**src/rtl/nibble_serial_adder.sv**
```systemverilog
// Wide-operand adder that reuses one 4-bit ripple-carry slice, one nibble per cycle,
// LSB first, and delivers the registered result over a valid/ready handshake.

module ripple_carry_adder_4bit (
    input  logic [3:0] a,
    input  logic [3:0] b,
    input  logic       cin,
    output logic [3:0] sum,
    output logic       cout
);
    logic [4:0] w_c;

    // Four chained full adders
    always_comb begin
        w_c    = 5'd0;
        w_c[0] = cin;
        sum    = 4'd0;
        for (int i = 0; i < 4; i++) begin
            sum[i]   = a[i] ^ b[i] ^ w_c[i];
            w_c[i+1] = (a[i] & b[i]) | (w_c[i] & (a[i] ^ b[i]));
        end
        cout = w_c[4];
    end
endmodule

module nibble_serial_adder #(
    parameter int WIDTH = 16
) (
    input  logic             clk,
    input  logic             rst_n,
    input  logic             in_valid,
    output logic             in_ready,
    input  logic [WIDTH-1:0] in_a,
    input  logic [WIDTH-1:0] in_b,
    input  logic             in_cin,
    output logic             out_valid,
    input  logic             out_ready,
    output logic [WIDTH-1:0] out_sum,
    output logic             out_cout,
    output logic             busy
);
    localparam int NIBBLES = WIDTH / 4;
    localparam int IDXW    = (NIBBLES > 1) ? $clog2(NIBBLES) : 1;
    localparam logic [IDXW-1:0] IDX_LAST = IDXW'(NIBBLES - 1);

    typedef enum logic [1:0] {
        ST_IDLE = 2'd0,
        ST_ADD  = 2'd1,
        ST_DONE = 2'd2
    } state_t;

    state_t            r_state;
    state_t            w_state_next;
    logic [WIDTH-1:0]  r_a;
    logic [WIDTH-1:0]  r_b;
    logic [WIDTH-1:0]  r_sum_acc;
    logic [WIDTH-1:0]  r_out_sum;
    logic              r_carry;
    logic              r_out_cout;
    logic [IDXW-1:0]   r_idx;
    logic              r_in_ready;
    logic              r_out_valid;
    logic              r_busy;

    logic [3:0]        w_a_nib;
    logic [3:0]        w_b_nib;
    logic [3:0]        w_slice_sum;
    logic              w_slice_cout;
    logic              w_last;
    logic [WIDTH-1:0]  w_sum_next;

    ripple_carry_adder_4bit u_slice (
        .a    (w_a_nib),
        .b    (w_b_nib),
        .cin  (r_carry),
        .sum  (w_slice_sum),
        .cout (w_slice_cout)
    );

    // Select the current operand nibbles and merge the slice result into the accumulator
    always_comb begin
        w_a_nib    = 4'd0;
        w_b_nib    = 4'd0;
        w_sum_next = r_sum_acc;
        for (int n = 0; n < NIBBLES; n++) begin
            if (r_idx == IDXW'(n)) begin
                w_a_nib                 = r_a[n*4 +: 4];
                w_b_nib                 = r_b[n*4 +: 4];
                w_sum_next[n*4 +: 4]    = w_slice_sum;
            end else begin
                w_sum_next[n*4 +: 4]    = r_sum_acc[n*4 +: 4];
            end
        end
    end

    // Next-state logic
    always_comb begin
        w_state_next = r_state;
        w_last       = (r_idx == IDX_LAST);
        case (r_state)
            ST_IDLE: begin
                if (in_valid) begin
                    w_state_next = ST_ADD;
                end else begin
                    w_state_next = ST_IDLE;
                end
            end
            ST_ADD: begin
                if (w_last) begin
                    w_state_next = ST_DONE;
                end else begin
                    w_state_next = ST_ADD;
                end
            end
            ST_DONE: begin
                if (out_ready) begin
                    w_state_next = ST_IDLE;
                end else begin
                    w_state_next = ST_DONE;
                end
            end
            default: w_state_next = ST_IDLE;
        endcase
    end

    // State register and registered handshake flags
    always_ff @(posedge clk or negedge rst_n) begin
        if (!rst_n) begin
            r_state     <= ST_IDLE;
            r_in_ready  <= 1'b1;
            r_out_valid <= 1'b0;
            r_busy      <= 1'b0;
        end else begin
            r_state     <= w_state_next;
            r_in_ready  <= (w_state_next == ST_IDLE);
            r_out_valid <= (w_state_next == ST_DONE);
            r_busy      <= (w_state_next != ST_IDLE);
        end
    end

    // Operand capture, nibble sequencing and result staging
    always_ff @(posedge clk or negedge rst_n) begin
        if (!rst_n) begin
            r_a        <= '0;
            r_b        <= '0;
            r_sum_acc  <= '0;
            r_out_sum  <= '0;
            r_carry    <= 1'b0;
            r_out_cout <= 1'b0;
            r_idx      <= '0;
        end else begin
            case (r_state)
                ST_IDLE: begin
                    if (in_valid) begin
                        r_a       <= in_a;
                        r_b       <= in_b;
                        r_carry   <= in_cin;
                        r_idx     <= '0;
                        r_sum_acc <= '0;
                    end
                end
                ST_ADD: begin
                    r_sum_acc <= w_sum_next;
                    r_carry   <= w_slice_cout;
                    if (w_last) begin
                        r_out_sum  <= w_sum_next;
                        r_out_cout <= w_slice_cout;
                        r_idx      <= '0;
                    end else begin
                        r_idx      <= r_idx + 1'b1;
                    end
                end
                default: begin
                end
            endcase
        end
    end

    assign in_ready  = r_in_ready;
    assign out_valid = r_out_valid;
    assign busy      = r_busy;
    assign out_sum   = r_out_sum;
    assign out_cout  = r_out_cout;
endmodule
```
**config.mk**
```make
export PLATFORM = sky130hd
export DESIGN_NAME = nibble_serial_adder
export DESIGN_NICKNAME = d
export VERILOG_FILES = /design/src/rtl/nibble_serial_adder.sv
export SDC_FILE = /design/constraint.sdc
export NUM_CORES = 1
export LEC_CHECK = 0
export ABC_CLOCK_PERIOD_IN_PS = 7400
export BUFFER_PORTS_ARGS = -buffer_cell sky130_fd_sc_hd__buf_4
export CORE_ASPECT_RATIO = 0.6
export CORE_UTILIZATION = 35
export DETAILED_ROUTE_END_ITERATION = 6
export PLACE_DENSITY = 0.55
export SLEW_MARGIN = 20
export SYNTH_ARGS = -nofsm -noshare
export SYNTH_HDL_FRONTEND = slang
export SYNTH_SLANG_ARGS = --single-unit
```
**constraint.sdc**
```tcl
create_clock -name clk -period 7.4 [get_ports clk]
set_input_delay 0.37 -clock clk [delete_from_list [all_inputs] [get_ports clk]]
set_output_delay 0.37 -clock clk [all_outputs]
set_load 0.1 [all_outputs]
```
==> results of run 1 <==
[sequential cells by signal, summed over array words and instances (netlist names)]
name	cells
r_sum_acc	12
r_a	16
r_state	2
out_valid	1
r_b	16
in_ready	1
busy	1
out_cout	1
out_sum	16
r_carry	1
r_idx	2
[kinds of logic after synthesis]
| kind of cell | after synthesis | synth area share, % |
|---|---|---|
| simple gates | 88 | 14.0 |
| flops | 69 | 54.5 |
| compound gates | 59 | 12.2 |
| mux | 33 | 11.7 |
| buf+inv | 25 | 3.63 |
| fa+ha+maj | 8 | 4.10 |
[worst max-delay path by stage]
stage                        start             to  slack, ps
final                     r_idx[0]   r_sum_acc[3]       3620
after global routing      r_idx[0]   r_sum_acc[7]       3310
after CTS                 r_idx[0]   r_sum_acc[3]       3630
after detailed placement  r_idx[0]  r_sum_acc[11]       3650
after global placement    r_idx[0]   r_sum_acc[3]       3780
after floorplan           r_idx[0]  r_sum_acc[11]       4010
[per-stage QoR]
| stage | util, % | instances | instance area, um2 | setup slack, ps |
|---|---|---|---|---|
| 2_1_floorplan | - | 282 | 3170 | 4010 |
| 3_3_place_gp | 42.3 | 435 | 3660 | 3780 |
| 3_5_place_dp | 42.3 | 435 | 3660 | 3650 |
| 4_1_cts | 45.4 | 449 | 3930 | 3630 |
| 5_1_grt | 45.5 | 450 | 3940 | 3310 |
| 6_report | 45.5 | 450 | 3940 | 3620 |
[cell type report]
cell class,count,area share (%)
Clock buffer,12,6.51
Inverter,9,0.858
Timing Repair Buffer,58,11.2
Multi-Input combinational cell,188,33.8
Clock inverter,2,0.254
Sequential cell,69,43.9
Tap cell,112,3.56
[layer usage]
metal  up-vias  part of all wire, %  track usage (%)
met5         -                    0                0
met4         0                 0.88             5.28
met3         6                  5.8             6.11
met2        63                   38             24.5
met1      1074                   55             26.9
li1       1094                    -                -
[cells in the final DEF (no fill, tap or decap), types with 4 or more instances in the layout]
cell type,netlist,routed
nand3b_1,8,8
o21ai_0,16,16
dfrtp_1,68,68
inv_1,9,9
mux2_2,30,30
a21oi_1,13,13
a221o_1,11,11
nand2_1,44,44
clkbuf_16,0,9
a31oi_1,6,6
nand2b_1,5,5
buf_4,3,57
nor2_1,11,11
nor2b_1,11,11
o22ai_1,5,5
fa_1,4,4
ha_1,4,4
==> reports/metrics.yaml, run 1 <==
cp.required_ps: 7610
fill_cells: 822
drt-pass1-iter-count: 6
reg2reg_from: "r_idx[0]"
clk_pin_slew_ps: 50
grt_pass1_vias: 2345
period_share_pct: 51.1
ys_seq_area_share_pct: 54.5
core_area_um2: 8650
finClkSkew_ps: 6.74
synthesis.nets: 327
arrival_ps: 3990
postSynth.asyncResetShare_pct: 100
syn_inst: 282
cts_made_buffers: 9
failed_checks: "design-rule violations"
clk_latency_ps: 330
netlist_area_um2: 3170
tns_ps: 0
critPathMaxStageDelay_ps: 550
vias: 2237
dieArea_um2: 9460
htree_levels: 3
grtUsageTotal_pct: 18.1
cp-end-kind: "flop"
rows: 26
yosysWarnings: 0
hp-class: "input pin to async pin"
startpoint_type: "flop"
synth_seq_cells: 69
worstReg2RegEnd: "r_sum_acc[3]"
drt_iter0_markers: 139
regArea_um2: 1730
grt_max_degree: 70
io_buffers: 56
cts_tree: "yes"
multi_input_area_um2: 1330
dp_hpwl_um: 5260
finalCriticalPeriod_ps: 3780
fmax_mhz: 264
reg2regPathDepth: 13
diodes: 0
yosys.cell_types.count: 34
antenna_found_initial: 0
yosysMostFrequentCell: "dfrtp_1"
gp_congestion: 0.772
die_y_um: 75.8
synth_edf_count: 0
cp_common_cell: "fa_1"
critPathBufInv: 3
path_class: "flop to flop"
drv_cap: 0
reg2reg_slack_ps: 3620
postRouteAntennaNets: 0
area_growth_pct: 24.1
synthTopCellsByCount: "68 x dfrtp_1, 44 x nand2_1, 30 x mux2_2"
finalHoldWorstSlack_ps: 164
rsz0062_at_grt: "no"
ctsRootBufferMaster: "clkbuf_16"
cp_slowest_cell: "fa_1"
finalSetupViolations: 0
cts_max_path_buffers: 2
routedWlPerCell_um: 16.5
drc: 8
status: "finished, violations left"
yosys.area.top_type: "dfrtp_1"
crit_family: "adder cells"
avgSynthCellArea_um2: 11.3
worst-path-stages: 13
clkSinkCount: 69
grt_first_pass_wirelength_um: 12700
io-pin-count: 57
cts_setup_buffers: 0
yosysTopAreaCellShare_pct: 53.6
viasPerCell: 4.97
drive_above_1_share_pct: 31.1
ctsHoldBuffers: 0
dieWidth_um: 125
critical_path_peak_fanout: 12
grt.overflow.total: 0
cts_resized: 0
ys.flop_type: "dfrtp_1"
hold_viol_final: 0
worst_slew_pin_slew_ps: 876
path_cells: "inv_1, ha_1, nor2_1, a31oi_1, fa_1, inv_1, fa_1, inv_1, fa_1, fa_1, nand2b_1, nor2_1, a221o_1"
slew_headroom_pct: 41.6
report.final.slew_viol_count: 0
nNetsFinal: 380
synthTopCellsByArea: "dfrtp_1 54%, mux2_2 11%, nand2_1 5.2%, a221o_1 3.5%, fa_1 2.5%"
start_util_pct: 36.7
wl_um: 7420
Power of run 1 is not shown: default switching activity piles up to over one toggle a cycle in this logic, so the estimate is an artifact.
==> run 2: changes to the inputs <==
--- a/config.mk
+++ b/config.mk
@@ -5,12 +5,12 @@
 export SDC_FILE = /design/constraint.sdc
 export NUM_CORES = 1
 export LEC_CHECK = 0
-export ABC_CLOCK_PERIOD_IN_PS = 7400
+export ABC_CLOCK_PERIOD_IN_PS = 3200
 export BUFFER_PORTS_ARGS = -buffer_cell sky130_fd_sc_hd__buf_4
 export CORE_ASPECT_RATIO = 0.6
 export CORE_UTILIZATION = 35
 export DETAILED_ROUTE_END_ITERATION = 6
-export PLACE_DENSITY = 0.55
+export PLACE_DENSITY = 0.57
 export SLEW_MARGIN = 20
 export SYNTH_ARGS = -nofsm -noshare
 export SYNTH_HDL_FRONTEND = slang
==> constraint.sdc (replaced) <==
create_clock -name clk -period 3.2 [get_ports clk]
set_input_delay 0.16 -clock clk [delete_from_list [all_inputs] [get_ports clk]]
set_output_delay 0.16 -clock clk [all_outputs]
set_load 0.1 [all_outputs]
==> reports/metrics.yaml, run 2 (synthesis gave the netlist of run 1 again) <==
nNetsFinal: 397  # +4.5%
hp-class: "input pin to flop"
design_area_um2: 4190  # +6.5%
io-pin-count: 57  # unchanged
dieArea_um2: 9460  # unchanged
cts_max_path_buffers: 2  # unchanged
cts_tree: "yes"
routedWlPerCell_um: 15.9  # -3.4%
viasPerCell: 5.03  # +1.3%
critPathMaxStageDelay_ps: 480  # -70 ps
drc: 8  # unchanged
report.final.slew_viol_count: 0  # unchanged
grt_pass1_vias: 2330  # -0.64%
ctsRootBufferMaster: "clkbuf_16"
grt_max_degree: 70  # unchanged
gp_congestion: 0.803  # +4.0%
core_area_um2: 8650  # unchanged
placed_cells: 448  # +3.0%
status: "finished, violations left"
path_class: "flop to flop"
layout_common_cells: "71 x buf_4, 66 x dfrtp_1, 44 x nand2_1"
fin_util_pct: 48.4  # +2.9 points
fill_cells: 800  # -2.7%
start_util_pct: 36.7  # unchanged
multi_input_area_um2: 1440  # +8.6%
diodes: 0  # unchanged
regArea_um2: 1730  # +0.14%
grt_first_pass_wirelength_um: 12400  # -2.2%
io_buffers: 56  # unchanged
rsz0062_at_grt: "yes"
finalCriticalPeriod_ps: 3120  # -662 ps
drt_iter0_markers: 150  # +7.9%
hold_viol_final: 0  # unchanged
cp.required_ps: 3420  # -4190 ps
clkSinkCount: 69  # unchanged
drive_above_1_share_pct: 39.8  # +8.7 points
path_cells: "ha_4, nand2b_4, o22ai_2, a31oi_4, fa_2, inv_2, fa_2, inv_2, fa_2, fa_1, nand2b_1, nor2_1, a221o_1"
layout_commonest_cell: "buf_4"
htree_levels: 3  # unchanged
drv_cap: 0  # unchanged
period_share_pct: 97.5  # +46 points
cp_common_cell: "fa_2"
area_growth_pct: 32.1
dieWidth_um: 125  # unchanged
cp_slowest_cell: "fa_1"
failed_checks: "design-rule violations"
dpl_cell_area_um2: 3760  # +2.9%
fmax_mhz: 320  # +21%
antenna_found_initial: 0  # unchanged
fin_cells: 469  # +4.2%
finalHoldWorstSlack_ps: 40.7  # -124 ps
postRouteAntennaNets: 0  # unchanged
wl_um: 7470  # +0.65%
worst_slew_pin_slew_ps: 864  # -11.8 ps
startpoint_type: "flop"
rows: 26  # unchanged
arrival_ps: 3340  # -650 ps
clk_pin_slew_ps: 50  # about the same
slew_headroom_pct: 42.4  # +0.79 points
grtUsageTotal_pct: 17.6  # -0.47 points
vias: 2361  # +5.5%
cp-end-kind: "flop"
crit_family: "adder cells"
die_y_um: 75.8  # unchanged
finalSetupViolations: 0  # unchanged
grt.overflow.total: 0  # unchanged
clk_latency_ps: 330  # about the same
finClkSkew_ps: 5.39  # -1.34 ps
drt-pass1-iter-count: 6  # unchanged
critical_path_peak_fanout: 5  # -7
cts_made_buffers: 9  # unchanged
dp_hpwl_um: 5240  # -0.38%
critPathBufInv: 2  # -1
run 2: worst register-to-register path, delay by kind of cell, from the launching register on:
| kind | cells | cell delay [ps] |
|---|---|---|
| AOI/OAI and AO/OA | 3 | 490 |
| DFF | 1 | 470 |
| adders and majority gates | 5 | 1570 |
| buffers and inverters | 2 | 110 |
| and+or+nand+nor | 3 | 360 |
run 2: repair_timing:
item	4_1_cts	5_1_grt
buffers inserted	2	2
hold buffers	1	0
pin swaps	1	5
endpoints found under the hold margin	68	0
endpoints found under the setup margin	6	7
gates resized for setup	4	26
run 2: routing by layer:
metal,track usage (%),part of all wire (%),vias to the layer above
met2,24.3,40,74
met4,5.69,0.96,0
li1,-,-,1135
met3,5.48,6.2,7
met5,0,0,-
met1,26.0,52,1145
run 2: metrics by stage:
step / TNS, ps / setup WS (ps)
after detailed placement: -350 / -90.7
after floorplan: 0 / 11.4
after CTS: 0 / 2.38
final: 0 / 79.5
after global placement: 0 / 55.2
after global routing: -138 / -50.4
run 2: path summary, 6_finish.rpt:
check	start	end	slack (ps)	depth (start not counted)
max	r_idx[0]	r_sum_acc[11]	80	13
min in group asynchronous	rst_n	r_b[9]	480	2
max in group asynchronous	rst_n	r_idx[1]	2110	2
min	in_b[5]	r_b[5]	40	2
max reg2reg	r_idx[0]	r_sum_acc[11]	80	13
min reg2reg	out_sum[2]	out_sum[2]	480	2
run 2: area by class of cell:
type                    count  share of cell area (%)
inverters                   9                   0.866
flip-flops and latches     69                    41.3
well taps                 112                    3.34
clock buffers              14                    6.06
multi-input cells         188                    34.4
repair buffers             75                    13.8
clock inverters             2                   0.239
Power of run 2 is left out for the same reason.
